File: src/rtl/sopc_rst_seq_pkg.sv
// Shared definitions for the SoPC reset sequencer:
// state encoding, reset levels, default parameters.
package sopc_rst_seq_pkg;

   typedef enum logic [1:0] {
      ST_HOLD    = 2'd0,
      ST_RELEASE = 2'd1,
      ST_RUN     = 2'd2,
      ST_DONE    = 2'd3
   } seq_state_e;

   localparam logic RST_ENABLE  = 1'b1;
   localparam logic RST_DISABLE = 1'b0;

   localparam int DEF_NUM_CH      = 2;
   localparam int DEF_HOLD_CYCLES = 10;
   localparam int DEF_STAGE_GAP   = 2;
   localparam int DEF_RUN_LIMIT   = 50;
   localparam int DEF_WDT_LIMIT   = 16;

   // Saturating 8-bit increment for the re-reset counter.
   function automatic logic [7:0] sat_inc8(input logic [7:0] v);
      return (v == 8'hFF) ? v : v + 8'd1;
   endfunction

   // Counter width able to hold `limit` itself without wrapping.
   function automatic int cnt_width(input int limit);
      return (limit > 0) ? $clog2(limit + 1) : 1;
   endfunction

endpackage

File: src/rtl/sopc_rst_seq_timer.sv
// Clearable up-counter with a flag raised one count
// before LIMIT, so the owner can act on the LIMIT-th edge.
module rst_seq_timer #(
   parameter int W     = 4,
   parameter int LIMIT = 10
) (
   input  logic         clk,
   input  logic         rst,
   input  logic         clr,
   input  logic         en,
   output logic [W-1:0] cnt,
   output logic         hit
);

   localparam logic [W-1:0] LAST =
      W'((LIMIT > 0) ? LIMIT - 1 : 0);
   localparam logic [W-1:0] ONE = W'(1);

   // Count up when enabled; clear has priority.
   always_ff @(posedge clk or posedge rst) begin
      if (rst) begin
         cnt <= '0;
      end else if (clr) begin
         cnt <= '0;
      end else if (en) begin
         cnt <= cnt + ONE;
      end
   end

   assign hit = (LIMIT > 0) && (cnt == LAST);

endmodule

File: src/rtl/sopc_rst_seq.sv
// Staged reset sequencer: hold, release channels one by
// one, run under a watchdog, optional run-limit completion.
module sopc_rst_seq
   import sopc_rst_seq_pkg::*;
#(
   parameter int NUM_CH      = DEF_NUM_CH,
   parameter int HOLD_CYCLES = DEF_HOLD_CYCLES,
   parameter int STAGE_GAP   = DEF_STAGE_GAP,
   parameter int RUN_LIMIT   = DEF_RUN_LIMIT,
   parameter int WDT_LIMIT   = DEF_WDT_LIMIT
) (
   input  logic              clk,
   input  logic              rst,
   input  logic              sw_rst_req,
   input  logic              wdt_kick,
   output logic [NUM_CH-1:0] ch_rst,
   output logic              run_done,
   output logic              wdt_fired,
   output logic [7:0]        rst_count,
   output logic [1:0]        state
);

   localparam int HMAX =
      (HOLD_CYCLES > STAGE_GAP) ? HOLD_CYCLES : STAGE_GAP;
   localparam int HW = cnt_width(HMAX);
   localparam int RW = cnt_width(RUN_LIMIT);
   localparam int WW = cnt_width(WDT_LIMIT);

   localparam logic [HW-1:0] STAGE_LAST = HW'(STAGE_GAP - 1);
   localparam logic [NUM_CH-1:0] ALL_RST = {NUM_CH{RST_ENABLE}};

   seq_state_e        state_q, state_d;
   logic [NUM_CH-1:0] ch_q, ch_d, ch_shift;
   logic              done_q, done_d;
   logic              fire_q, fire_d;
   logic [7:0]        cnt_q, cnt_d;

   logic          hold_clr, hold_en, hold_hit;
   logic          run_clr, run_en, run_hit;
   logic          wdt_clr, wdt_en, wdt_hit;
   logic [HW-1:0] hold_cnt;
   logic [RW-1:0] run_cnt;
   logic [WW-1:0] wdt_cnt;
   logic          unused_cnt;

   // One counter serves both the hold time and the stage gaps.
   rst_seq_timer #(.W(HW), .LIMIT(HOLD_CYCLES)) u_hold (
      .clk (clk),
      .rst (rst),
      .clr (hold_clr),
      .en  (hold_en),
      .cnt (hold_cnt),
      .hit (hold_hit)
   );

   rst_seq_timer #(.W(RW), .LIMIT(RUN_LIMIT)) u_run (
      .clk (clk),
      .rst (rst),
      .clr (run_clr),
      .en  (run_en),
      .cnt (run_cnt),
      .hit (run_hit)
   );

   rst_seq_timer #(.W(WW), .LIMIT(WDT_LIMIT)) u_wdt (
      .clk (clk),
      .rst (rst),
      .clr (wdt_clr),
      .en  (wdt_en),
      .cnt (wdt_cnt),
      .hit (wdt_hit)
   );

   assign unused_cnt = ^{run_cnt, wdt_cnt};

   // Shifting left releases the lowest still-held channel.
   assign ch_shift = ch_q << 1;

   // Next state, channel mask, flags and counter controls.
   always_comb begin
      state_d  = state_q;
      ch_d     = ch_q;
      done_d   = done_q;
      fire_d   = 1'b0;
      cnt_d    = cnt_q;
      hold_clr = 1'b0;
      hold_en  = 1'b0;
      run_clr  = 1'b0;
      run_en   = 1'b0;
      wdt_clr  = 1'b0;
      wdt_en   = 1'b0;
      if (sw_rst_req) begin
         state_d  = ST_HOLD;
         ch_d     = ALL_RST;
         done_d   = 1'b0;
         cnt_d    = sat_inc8(cnt_q);
         hold_clr = 1'b1;
         run_clr  = 1'b1;
         wdt_clr  = 1'b1;
      end else begin
         unique case (state_q)
            ST_HOLD: begin
               hold_en = 1'b1;
               if (hold_hit) begin
                  ch_d     = ch_shift;
                  hold_clr = 1'b1;
                  state_d  = (ch_shift == '0) ? ST_RUN
                                              : ST_RELEASE;
               end
            end
            ST_RELEASE: begin
               hold_en = 1'b1;
               if (hold_cnt == STAGE_LAST) begin
                  ch_d     = ch_shift;
                  hold_clr = 1'b1;
                  if (ch_shift == '0) begin
                     state_d = ST_RUN;
                  end
               end
            end
            ST_RUN: begin
               run_en  = 1'b1;
               wdt_en  = 1'b1;
               wdt_clr = wdt_kick;
               if (run_hit) begin
                  state_d = ST_DONE;
                  done_d  = 1'b1;
               end else if (wdt_hit && !wdt_kick) begin
                  fire_d   = 1'b1;
                  state_d  = ST_HOLD;
                  ch_d     = ALL_RST;
                  cnt_d    = sat_inc8(cnt_q);
                  hold_clr = 1'b1;
                  run_clr  = 1'b1;
                  wdt_clr  = 1'b1;
               end
            end
            ST_DONE: begin
               state_d = ST_DONE;
            end
            default: begin
               state_d = ST_HOLD;
            end
         endcase
      end
   end

   // Registered state and outputs, cleared by async reset.
   always_ff @(posedge clk or posedge rst) begin
      if (rst) begin
         state_q <= ST_HOLD;
         ch_q    <= ALL_RST;
         done_q  <= 1'b0;
         fire_q  <= 1'b0;
         cnt_q   <= 8'd0;
      end else begin
         state_q <= state_d;
         ch_q    <= ch_d;
         done_q  <= done_d;
         fire_q  <= fire_d;
         cnt_q   <= cnt_d;
      end
   end

   assign ch_rst    = ch_q;
   assign run_done  = done_q;
   assign wdt_fired = fire_q;
   assign rst_count = cnt_q;
   assign state     = state_q;

endmodule

File: config.mk
export PLATFORM = sky130hd
export DESIGN_NAME = sopc_rst_seq
export DESIGN_NICKNAME = d
export VERILOG_FILES = /design/src/rtl/sopc_rst_seq_pkg.sv /design/src/rtl/sopc_rst_seq_timer.sv /design/src/rtl/sopc_rst_seq.sv
export SDC_FILE = /design/constraint.sdc
export NUM_CORES = 1
export LEC_CHECK = 0
export CORE_MARGIN = 10
export CORE_UTILIZATION = 59
export DETAILED_ROUTE_END_ITERATION = 7
export PLACE_DENSITY = 0.88
export SYNTH_ARGS = -nofsm -noshare
export SYNTH_HDL_FRONTEND = slang
export SYNTH_SLANG_ARGS = --single-unit
File: constraint.sdc
create_clock -name clk -period 4.1 [get_ports clk]
set_input_delay 0.82 -clock clk [delete_from_list [all_inputs] [get_ports clk]]
set_output_delay 0.82 -clock clk [all_outputs]
set_load 0.02 [all_outputs]
# After elaboration in Yosys (flattened, before gate mapping)
# Index checks and enable logic that the tools add are counted.
# Widths: inputs -> output; s select.
dict set report classes {
  reduce_logical 16
  addsub 4
  n_eq_ne 15
  n_mux 45
}
# cell count
set op_table {}
lappend op_table {{$mux 8} 5}
lappend op_table {{$mux 2} 12}
lappend op_table {{$mux 1} 19}
lappend op_table {{$ne 3x3->1 const B} 5}
lappend op_table {{$mux 6} 2}
lappend op_table {{$reduce_bool 2->1} 6}
lappend op_table {{$mux 5} 2}
lappend op_table {{$add 8x1->8 const B} 1}
lappend op_table {{$eq 8x8->1 const B} 1}
lappend op_table {{$mux 4} 2}
lappend op_table {{$pmux 2 s4} 1}
lappend op_table {{$add 6x1->6 const B} 1}
lappend op_table {{$eq 6x6->1 const B} 1}
lappend op_table {{$pmux 2 s3} 1}
lappend op_table {{$add 5x1->5 const B} 1}
lappend op_table {{$eq 5x4->1 const B} 1}
lappend op_table {{$reduce_and 5->1} 1}
lappend op_table {{$add 4x1->4 const B} 1}
lappend op_table {{$eq 2x2->1 const B} 2}
lappend op_table {{$eq 4x1->1 const B} 1}
lappend op_table {{$eq 4x4->1 const B} 1}
lappend op_table {{$logic_not 2->1} 2}
lappend op_table {{$ne 4x4->1 const B} 1}
lappend op_table {{$reduce_and 4->1} 1}
lappend op_table {{other kinds (9)} 9}
dict set report word_totals {
  output_inout_bits 14
  ff_bits 29
  in_bits 4
  wordCells 88
}

# Longest topological paths before layout
dict set report depth {
  depth_word 7
  depth_mapped 7
}

# Modules after synthesis
# Synthesis repeated with hierarchy kept, for this count alone.
dict set report hier_totals {
  cells_unflattened 150
  area_unflattened_um2 1566.5
}
# module instances area_each_um2 cells_per_inst seq_area_each_um2
set by_module_without_submodules {}
lappend by_module_without_submodules {sopc_rst_seq 1 765.7 77 352.8}
lappend by_module_without_submodules {{rst_seq_timer at u_run} 1 299.0 29 150.1}
lappend by_module_without_submodules {{rst_seq_timer at u_wdt} 1 282.8 24 125.1}
lappend by_module_without_submodules {{rst_seq_timer at u_hold} 1 219.0 20 100.1}

# Worst setup path after synthesis
# Ideal clock, no wire load.
dict set report synth_path {
  path_kind {register to register}
  startpoint {register u_wdt.cnt[0]}
  endpoint {register cnt_q[1], in the netlist rst_count[1]}
  t_arrival_ns 1.741
  setup_time_ns 0.125
  period_less_slack_ns 1.867
  path_buffers 0
  setup_slack_ns 2.233
  path_stages_with_launch 8
  path_cell_list {dfrtp_1 -> ha_1 -> and3_1 -> ha_1 -> and2b_1 -> o211a_4 -> o21ai_2 -> mux2_4}
}
dict set report synth_between {
  elab_chain_len 4
}
# element line
set synth_lines {}
lappend synth_lines {{start: declaration} sopc_rst_seq_timer.sv:11} ;# output logic [W-1:0] cnt,
lappend synth_lines {{start signal: assignment} sopc_rst_seq_timer.sv:26} ;# cnt <= cnt + ONE;
lappend synth_lines {{$eq 5x4->1} sopc_rst_seq_timer.sv:30} ;# assign hit = (LIMIT > 0) && (cnt == LAST);
lappend synth_lines {{$logic_and 1x1->1} sopc_rst_seq.sv:128} ;# end else if (wdt_hit && !wdt_kick) begin
lappend synth_lines {{$reduce_bool 2->1 (no source line)} n/a}
lappend synth_lines {{$reduce_and 3->1 (no source line)} n/a}
lappend synth_lines {{end signal: assignment} sopc_rst_seq.sv:161} ;# cnt_q <= cnt_d;
lappend synth_lines {{end: declaration} sopc_rst_seq.sv:36} ;# logic [7:0] cnt_q, cnt_d;
# Every way passes these cells.
# A chain may end at the register's enable or synchronous reset.

# Worst setup path in the final report
dict set report layout_path {
  startpoint {register state_q[1], in the netlist state[1]}
  endpoint {output port state[1]}
}
# element line
set layout_rtl {}
lappend layout_rtl {{start: declaration} sopc_rst_seq.sv:32} ;# seq_state_e state_q, state_d;
lappend layout_rtl {{start signal: assignment} sopc_rst_seq.sv:157} ;# state_q <= state_d;
lappend layout_rtl {{end: declaration} sopc_rst_seq.sv:20} ;# output logic [1:0] state
# No word-level cell between the ends.

==> insert_results.sql <==
INSERT INTO impl_metrics (metric_group, metric, value, unit) VALUES
('global_route', 'overflow', '0', ''),
('route', 'antenna_violating_nets_post_route', '0', ''),
('placement', 'gp_routability_congestion', '0.776', ''),
('sta', 'relSlewSlack', '29.0', '%'),
('finish', 'drive_gt1_share', '11.1', '%'),
('synthesis', 'synth_seq_area_share', '45.9', '%'),
('worst_setup_path', 'critical_path_rt', '3280', 'ps'),
('run_status', 'outcome', 'complete, no violations', ''),
('sta', 'unrepaired_setup_endpoints_after_global_routing', 'no', ''),
('route', 'detail_route.iter0.violations', '90', ''),
('global_route', 'grt_pass1_wl', '5580', 'um'),
('floorplan', 'design.die.area', '5160', 'sq um'),
('route', 'drt_pre_antenna_iters', '4', ''),
('global_route', 'grt_antenna_before_repair', '0', ''),
('synthesis', 'count_of_flip_flops_with_a_built_in_enable_after_synthesis', '0', ''),
('global_route', 'track_usage', '13.3', '%'),
('worst_setup_path', 'cp-end-kind', 'output pin', ''),
('clock_network', 'cts.hold.buffers_added', '0', ''),
('sta', 'fin_setup_tns', '0', 'ps'),
('synthesis', 'yosys.cell_count.top_type', 'dfrtp_1', ''),
('sta', 'timing.final.crit_period', '2360', 'ps'),
('sta', 'fin_ws', '1740', 'ps'),
('route', 'detailroute.via_count', '1186', ''),
('finish', 'num-nets-final', '181', ''),
('synthesis', 'synth_cells', '152', ''),
('floorplan', 'std_cell_rows', '18', ''),
('sta', 'period_share', '57.7', '%'),
('clock_network', 'cts-buffers-inserted', '5', ''),
('clock_network', 'cts.htree.levels', '2', ''),
('clock_network', 'cts_post_setup_buffers_inserted', '0', ''),
('clock_network', 'worst_setup_hold_path_clk_slew', '90', 'ps'),
('clock_network', 'clock_sinks', '29', ''),
('worst_setup_path', 'start_kind', 'register', ''),
('power_and_ir_drop', 'total_power', '0.824', 'mW'),
('finish', 'flow.area_growth_from_synthesis', '15.2', '%'),
('floorplan', 'die_w', '71.8', 'um'),
('worst_setup_path', 'crit_path_max_fanout', '11', ''),
('route', 'number_of_vias_per_cell_after_detailed_routing', '5.90', ''),
('sta', 'number_of_max_slew_violations_in_the_final_report', '0', ''),
('synthesis', 'post_synth_num_cell_types', '43', ''),
('placement', 'final_hpwl_from_detailed_placement', '2400', 'um'),
('synthesis', 'synthesis.nets', '163', ''),
('synthesis', 'synth_seq_cells', '29', ''),
('worst_setup_path', 'crit_buf_inv', '1', ''),
('power_and_ir_drop', 'power_per_cell_area', '451', 'nW/um^2'),
('synthesis', 'ys_dominant_reg_cell', 'dfrtp_1', ''),
('power_and_ir_drop', 'power.leakage', '0.851', 'nW'),
('floorplan', 'io_pins', '18', ''),
('synthesis', 'synthDominantCellAreaShare', '42.6', '%'),
('clock_network', 'clk_path_buf_depth', '2', ''),
('worst_setup_path', 'crit_slowest_cell', 'clkdlybuf4s50_1', ''),
('synthesis', 'synth_top_cell_by_area', 'dfrtp_1', ''),
('worst_setup_path', 'worstPathCellList', 'clkdlybuf4s50_1', ''),
('synthesis', 'asyncSetResetFlopFracSynth', '100', '%'),
('clock_network', 'worst_skew_pair.late_latency', '340', 'ps'),
('worst_setup_path', 'cp_data_arrival_time', '1540', 'ps'),
('sta', 'fmax', '423', 'MHz'),
('synthesis', 'syn_area', '1590', 'sq um'),
('route', 'detail_route.wl_per_cell', '16.4', 'um'),
('floorplan', 'placeableCoreArea', '2520', 'sq um'),
('route', 'wirelength', '3290', 'um'),
('synthesis', 'post_synth_most_frequent_cells', 'dfrtp_1 (27), nor2_1 (17), nand2_1 (10)', ''),
('sta', 'clock-skew-final', '11.6', 'ps'),
('synthesis', 'synth-warning-count', '0', ''),
('global_route', 'grt_start_max_net_pins', '30', ''),
('floorplan', 'start_util', '62.8', '%'),
('sta', 'worst-slew-pin-transition', '1060', 'ps'),
('finish', 'final_core_util', '72.4', '%'),
('worst_setup_path', 'critical-path-max-stage-delay', '670', 'ps'),
('sta', 'setup_violations', '0', ''),
('sta', 'finalHoldViolCount', '0', '');
metrics by stage:
stage / hold WS (ps) / std cells
2_1_floorplan: 497 / 152
3_3_place_gp: 492 / 193
3_5_place_dp: 506 / 193
4_1_cts: 518 / 201
5_1_grt: 538 / 201
6_report: 514 / 201
cells in the final DEF (no fill, tap or decap), types with 2 or more instances in the layout:
cell type        netlist  layout
dfrtp_1               27      27
nand3_1                7       7
and4_1                 2       2
a21oi_1                6       6
clkbuf_4               0       5
clkdlybuf4s50_1        0      17
dfstp_2                2       2
xor2_1                 6       6
nor2b_1                3       3
mux2_4                 2       2
inv_1                  7       7
ha_1                   7       7
nor2_1                17      17
o2111ai_1              2       2
o21ai_0                3       3
and3_1                 4       4
o211ai_1               7       7
nand2_1               10      10
xnor2_1                8       8
a31oi_1                2       2
nand4_1                4       4
power by group:
part / leakage [nW] / total (mW) / switching [mW] / internal [mW]
registers: 0.384 / 0.371 / 0.0489 / 0.322
clock network: 0.0455 / 0.244 / 0.0984 / 0.145
logic: 0.422 / 0.209 / 0.100 / 0.109
total: 0.851 / 0.824 / 0.247 / 0.576
layer usage:
metal  GRT usage (%)  share of wire (%)  up-vias
met3            4.55                5.4        2
met1            14.9                 42      583
li1                -                  -      568
met2            22.7                 52       33
met5               0                  0        -
met4            4.52               0.61        0
path summary, 6_finish.rpt:
| path | startpoint | end | slack [ps] | cells after the start |
|---|---|---|---|---|
| max in group asynchronous | rst | state[0] | 2400 | 2 |
| worst min register to register | rst_count[5] | rst_count[5] | 510 | 1 |
| min in group asynchronous | rst | u_run.cnt[2] | 1060 | 2 |
| worst min-delay path | rst_count[5] | rst_count[5] | 510 | 1 |
| worst max-delay path | state[1] | state[1] | 1740 | 1 |
| worst max register to register | u_wdt.cnt[0] | rst_count[1] | 2080 | 7 |
registers in the layout (all words and copies together) (netlist names):
register / cells
ch_rst: 2
rst_count: 8
u_hold.cnt: 4
state: 2
u_wdt.cnt: 5
run_done: 1
u_run.cnt: 6
wdt_fired: 1
logic make-up (layout without fill, tap and decap cells):
logic type                 count (synthesis)  in the layout  synth area share (%)
and+or+nand+nor                           58             58                  20.6
AOI/OAI and AO/OA                         29             29                  13.4
DFF                                       29             29                  45.9
xor gates and xnor gates                  14             14                  7.73
buffers and inverters                     13             32                  4.89
adders and majority gates                  7              7                  5.52
muxes                                      2              2                  1.89
layout make-up:
type | count | area (sq um) | area share (%)
clock buffer | 7 | 55.1 | 3.01
sequential | 29 | 728 | 39.9
timing repair buffer | 17 | 170 | 9.32
clock inverter | 1 | 30.0 | 1.64
multi-input combinational | 110 | 779 | 42.7
tap | 30 | 37.5 | 2.05
inverter | 7 | 26.3 | 1.44
No activity file was read; power rests on OpenSTA's default activity.
==> patch 1, RTL diff (same flow settings) <==
Remove the register `fire_q`: a continuous assignment takes its place, so the output `wdt_fired` follows one clock earlier.
--- a/src/rtl/sopc_rst_seq.sv
+++ b/src/rtl/sopc_rst_seq.sv
@@ -153,3 +153,2 @@
          done_q  <= 1'b0;
-         fire_q  <= 1'b0;
          cnt_q   <= 8'd0;
@@ -159,3 +158,2 @@
          done_q  <= done_d;
-         fire_q  <= fire_d;
          cnt_q   <= cnt_d;
@@ -163,2 +161,4 @@
    end
+
+   assign fire_q = fire_d;
 
Behaviour: same outputs for any inputs over 10 cycles, from zero or initial values and one cycle with rst high; that may be too few to reach the edited logic, so the function may still have changed.
==> patch 1 against the original RTL <==
Worst setup slack lost 0.91 ns; routed wire length shrank 5.7%; critical path type unchanged; sequential power shrank 3%; first-iteration DRC count grew 37%; maximum frequency shrank 28%; power shrank 8.7%; cell count shrank 2.5%; area after synthesis shrank 4.5%; synthesized cell count shrank 1.3%; sequential cell count shrank 1; count of clock-buffer cells in the layout shrank 4; cell area shrank 4.1%; clock power shrank 25%.
==> patch 1: results (changes against the original RTL) <==
synth cell count leaders=26 x dfrtp_1, 15 x nand2_1, 15 x nor2_1, 7 x ha_1 (was 27 x dfrtp_1, 17 x nor2_1, 10 x nand2_1, 8 x xnor2_1); post-DR vias/cell=6.031 (was 5.900); Synth Net Count=161 (was 163); layout cell share with drive strength beyond 1=10.24% (was 11.11%); clock-pin slew on the worst setup and hold paths=0.16 ns (was 0.09 ns); max_cap viols=0 (unchanged); status=complete, no violations (unchanged); M2 GR Usage=22.36% (was 22.75%); CTS Buf Count=3 (was 5); Worst Path Arrival=2.45 ns (was 1.54 ns); routed wire length=3102 µm (was 3288 µm); ANT cells=0 (unchanged); htree depth=1 (was 2); Yosys warnings=0 (unchanged); detailed router's first-iteration violation count=123 (was 90); Slew Limit Headroom=30.10% (was 29.00%); Clock Path Buffers=2 (unchanged); Synth area leaders=dfrtp_1 43%, ha_1 5.8%, mux2_2 3.7%, nand2_1 3.7%, nor2_1 3.7% (was dfrtp_1 43%, ha_1 5.5%, xnor2_1 4.4%, nor2_1 4.0%, dfstp_2 3.3%); VDD IR-drop max=0.3648 mV (was 0.5371 mV); total leakage power=0.7770 nW (was 0.8509 nW); GR Layer Usage met1=13.62% (was 14.94%); vias in the first global route=1,272 (was 1,207); Seq/Total Area, Yosys=46.45% (was 45.94%); Worst Clk Skew=0.005204 ns (was 0.01157 ns); CP max FO=15 (was 11); dpl hpwl=2271 µm (was 2403 µm); met3 GRT Util=2.371% (was 4.545%); nets=178 (was 181); global-route wire length before repair=5416 µm (was 5575 µm); post-place setup slack=1.050 ns (was 1.617 ns); max FFs per register=8 (unchanged); GRT Overall Usage=12.51% (was 13.27%)
[patch 1: cell types whose count changed in the layout (fill, tap and decap cells not counted), moves of 3 or more]
cell | unedited run | this run
nand4_1 | 4 | 1
xnor2_1 | 8 | 4
mux2_2 | 0 | 5
o211ai_1 | 7 | 4
nand2_1 | 10 | 15
nand2b_1 | 1 | 4
[patch 1: layout make-up]
| cell class | instances | area (µm²) |
|---|---|---|
| Inverter | 5 | 18.77 |
| Tap cell | 30 | 37.54 |
| Fill cell | 171 | 703.2 |
| Sequential cell | 28 | 703.2 |
| Clock buffer | 3 | 22.52 |
| Timing Repair Buffer | 18 | 177.7 |
| Clock inverter | 1 | 30.03 |
| Multi-Input combinational cell | 111 | 762.0 |
[patch 1: final timing paths]
| path | startpoint | end | slack (ns) | cells after the start |
|---|---|---|---|---|
| worst max-delay path | state[1]$_DFFE_PP0P_ | wdt_fired | 0.83 | 3 |
| worst min-delay path | u_wdt.cnt[4]$_DFFE_PP0P_ | u_wdt.cnt[4]$_DFFE_PP0P_ | 0.50 | 2 |
| worst max register to register | u_wdt.cnt[0]$_DFFE_PP0P_ | rst_count[5]$_DFFE_PP0P_ | 1.71 | 7 |
| worst min register to register | u_wdt.cnt[4]$_DFFE_PP0P_ | u_wdt.cnt[4]$_DFFE_PP0P_ | 0.50 | 2 |
| max in group asynchronous | rst | u_hold.cnt[0]$_DFFE_PP0P_ | 2.46 | 2 |
| min in group asynchronous | rst | u_wdt.cnt[1]$_DFFE_PP0P_ | 1.01 | 2 |
[patch 1: cell families (layout without fill, tap and decap cells)]
group                    count (synthesis)  after routing  synth area share (%)
multiplexers                             5              5                 3.719
adder cells (fa/ha/maj)                  7              7                 5.785
flip-flops                              28             28                 46.45
XOR/XNOR                                 9              9                 5.206
buffers and inverters                   11             27                 3.223
AO/OA/AOI/OAI                           32             32                 15.62
AND/OR/NAND/NOR                         58             58                 20.00
[patch 1: per-layer routing]
metal | share of wire (%) | vias up
li1 | - | 577
met5 | 0 | -
met3 | 3.3 | 9
met1 | 43 | 577
met2 | 51 | 19
met4 | 2.5 | 0
[patch 1: power breakdown]
| part | switching [mW] | leakage [nW] | internal (mW) |
|---|---|---|---|
| clock network | 0.0852 | 0.0279 | 0.0990 |
| registers | 0.0486 | 0.369 | 0.313 |
| logic | 0.0997 | 0.380 | 0.107 |
[patch 1: worst max-delay path, stage by stage (launching register included)]
cell and delay, ns:
dfrtp_1 0.63, nor2b_1 0.59, and4_1 0.28, clkdlybuf4s50_1 0.60
[patch 1: stage by stage]
step / instance area (µm²) / std cells
final: 1752 / 196
after CTS: 1752 / 196
after global placement: 1699 / 192
after global routing: 1752 / 196
after detailed placement: 1699 / 192
after floorplan: 1514 / 150
==> patch 2, RTL diff (same settings) <==
Made on the original files. Change the package constant `DEF_STAGE_GAP` from 2 to 1.
--- a/src/rtl/sopc_rst_seq_pkg.sv
+++ b/src/rtl/sopc_rst_seq_pkg.sv
@@ -16,3 +16,3 @@
    localparam int DEF_HOLD_CYCLES = 10;
-   localparam int DEF_STAGE_GAP   = 2;
+   localparam int DEF_STAGE_GAP   = 1;
    localparam int DEF_RUN_LIMIT   = 50;
Behaviour: same outputs for any inputs over 10 cycles, from zero or initial values and one cycle with rst high; that may be too few to reach the edited logic, so the function may still have changed.
==> patch 2 against the original RTL <==
Area after synthesis is 0.55% higher; worst setup slack worse by 0.11 ns; cell area shrank 0.55%; register-to-register slack worse by 0.28 ns; non-clock buffer count unchanged; clock skew down 0.00053 ns; count of clock-buffer cells in the layout increased by 1; routed wire length fell by 0.36%; die area is 0.40% higher; sequential share of layout area increased by 0.22 points; power shrank 8.9%; sequential cell count stayed put; critical endpoint is now u_wdt.cnt[3]$_DFFE_PP0P_; largest power group unchanged.
==> patch 2: results (changes against the original RTL) <==
reg2reg setup slack=1.80 ns (was 2.08 ns); Worst Path Arrival=2.70 ns (was 1.54 ns); CP max FO=24 (was 11); Worst Clk Skew=0.01104 ns (was 0.01157 ns); M2 GR Usage=21.67% (was 22.75%); Met1 Wirelength=1433 µm (was 1371 µm); crit path to=u_wdt.cnt[3]$_DFFE_PP0P_ (was state[1]); post-place setup slack=1.287 ns (was 1.617 ns); total leakage power=0.7923 nW (was 0.8509 nW); xor/xnor share of the synthesized area=6.593% (was 7.735%); crit path launch=sw_rst_req (was state[1]$_DFFE_PP0P_); post-DR vias/cell=6.104 (was 5.900); status=complete, no violations (unchanged); Slew Limit Headroom=29.00% (about the same); Hold Crit Endpoint=u_wdt.cnt[4]$_DFFE_PP0P_ (was rst_count[5]$_DFFE_PP0P_); hold path depth=2 (was 1); mux share of post-synthesis cell area=3.218% (was 1.894%); reg2reg end=rst_count[6]$_DFFE_PP0P_ (was rst_count[1]$_DFFE_PP0P_); gp weighted congestion=0.8879 (was 0.7757); post-synthesis cell type count=48 (was 43); layout cell share with drive strength beyond 1=9.942% (was 11.11%); f_max=404.8 MHz (was 423.0 MHz); met3 wire length=229 µm (was 178 µm); drt wl/cell=16.30 µm (was 16.36 µm); Synth area leaders=dfrtp_1 42%, ha_1 6.3%, nor2_1 3.8%, dfstp_2 3.3%, xnor2_1 3.3% (was dfrtp_1 43%, ha_1 5.5%, xnor2_1 4.4%, nor2_1 4.0%, dfstp_2 3.3%); routed wl met2=1541 µm (was 1718 µm); synth cell count leaders=27 x dfrtp_1, 16 x nor2_1, 10 x nand2_1, 8 x ha_1 (was 27 x dfrtp_1, 17 x nor2_1, 10 x nand2_1, 8 x xnor2_1); area share of fa/ha/maj cells after synthesis=6.279% (was 5.525%); dpl hpwl=2361 µm (was 2403 µm); slowest stage delay, CP=1.02 ns (was 0.67 ns)
## patch 2: cell count changes after synthesis, sizes merged, moves of 3 or more
cell    change
nand2b      +4
nor4        +3
nand3       -5
nor2b       -3
o211ai      -4
## patch 2: power breakdown
part           internal, mW  total, mW  switching, mW
sequential            0.322      0.369         0.0474
clock                0.0682      0.169          0.101
combinational         0.110      0.212          0.102
## patch 2: per-stage QoR
stage,cell area (µm²),instances,hold WS [ns]
final,1817,201,0.5095
after global routing,1817,201,0.5413
after CTS,1817,201,0.5038
after detailed placement,1768,193,0.4860
after global placement,1768,193,0.4691
after floorplan,1594,151,0.4498
## patch 2: critical path, delay by kind of cell
family | cells | cell delay, ns
buffers and inverters | 1 | 1.02
and+or+nand+nor | 2 | 0.21
AOI/OAI and AO/OA | 2 | 0.64
## patch 2: area by class of cell
type,count,area (µm²)
clock buffers,8,48.80
inverters,6,22.52
well taps,30,37.54
repair buffers,17,170.2
flip-flops and latches,29,728.2
fillers,188,705.7
multi-input cells,111,809.5
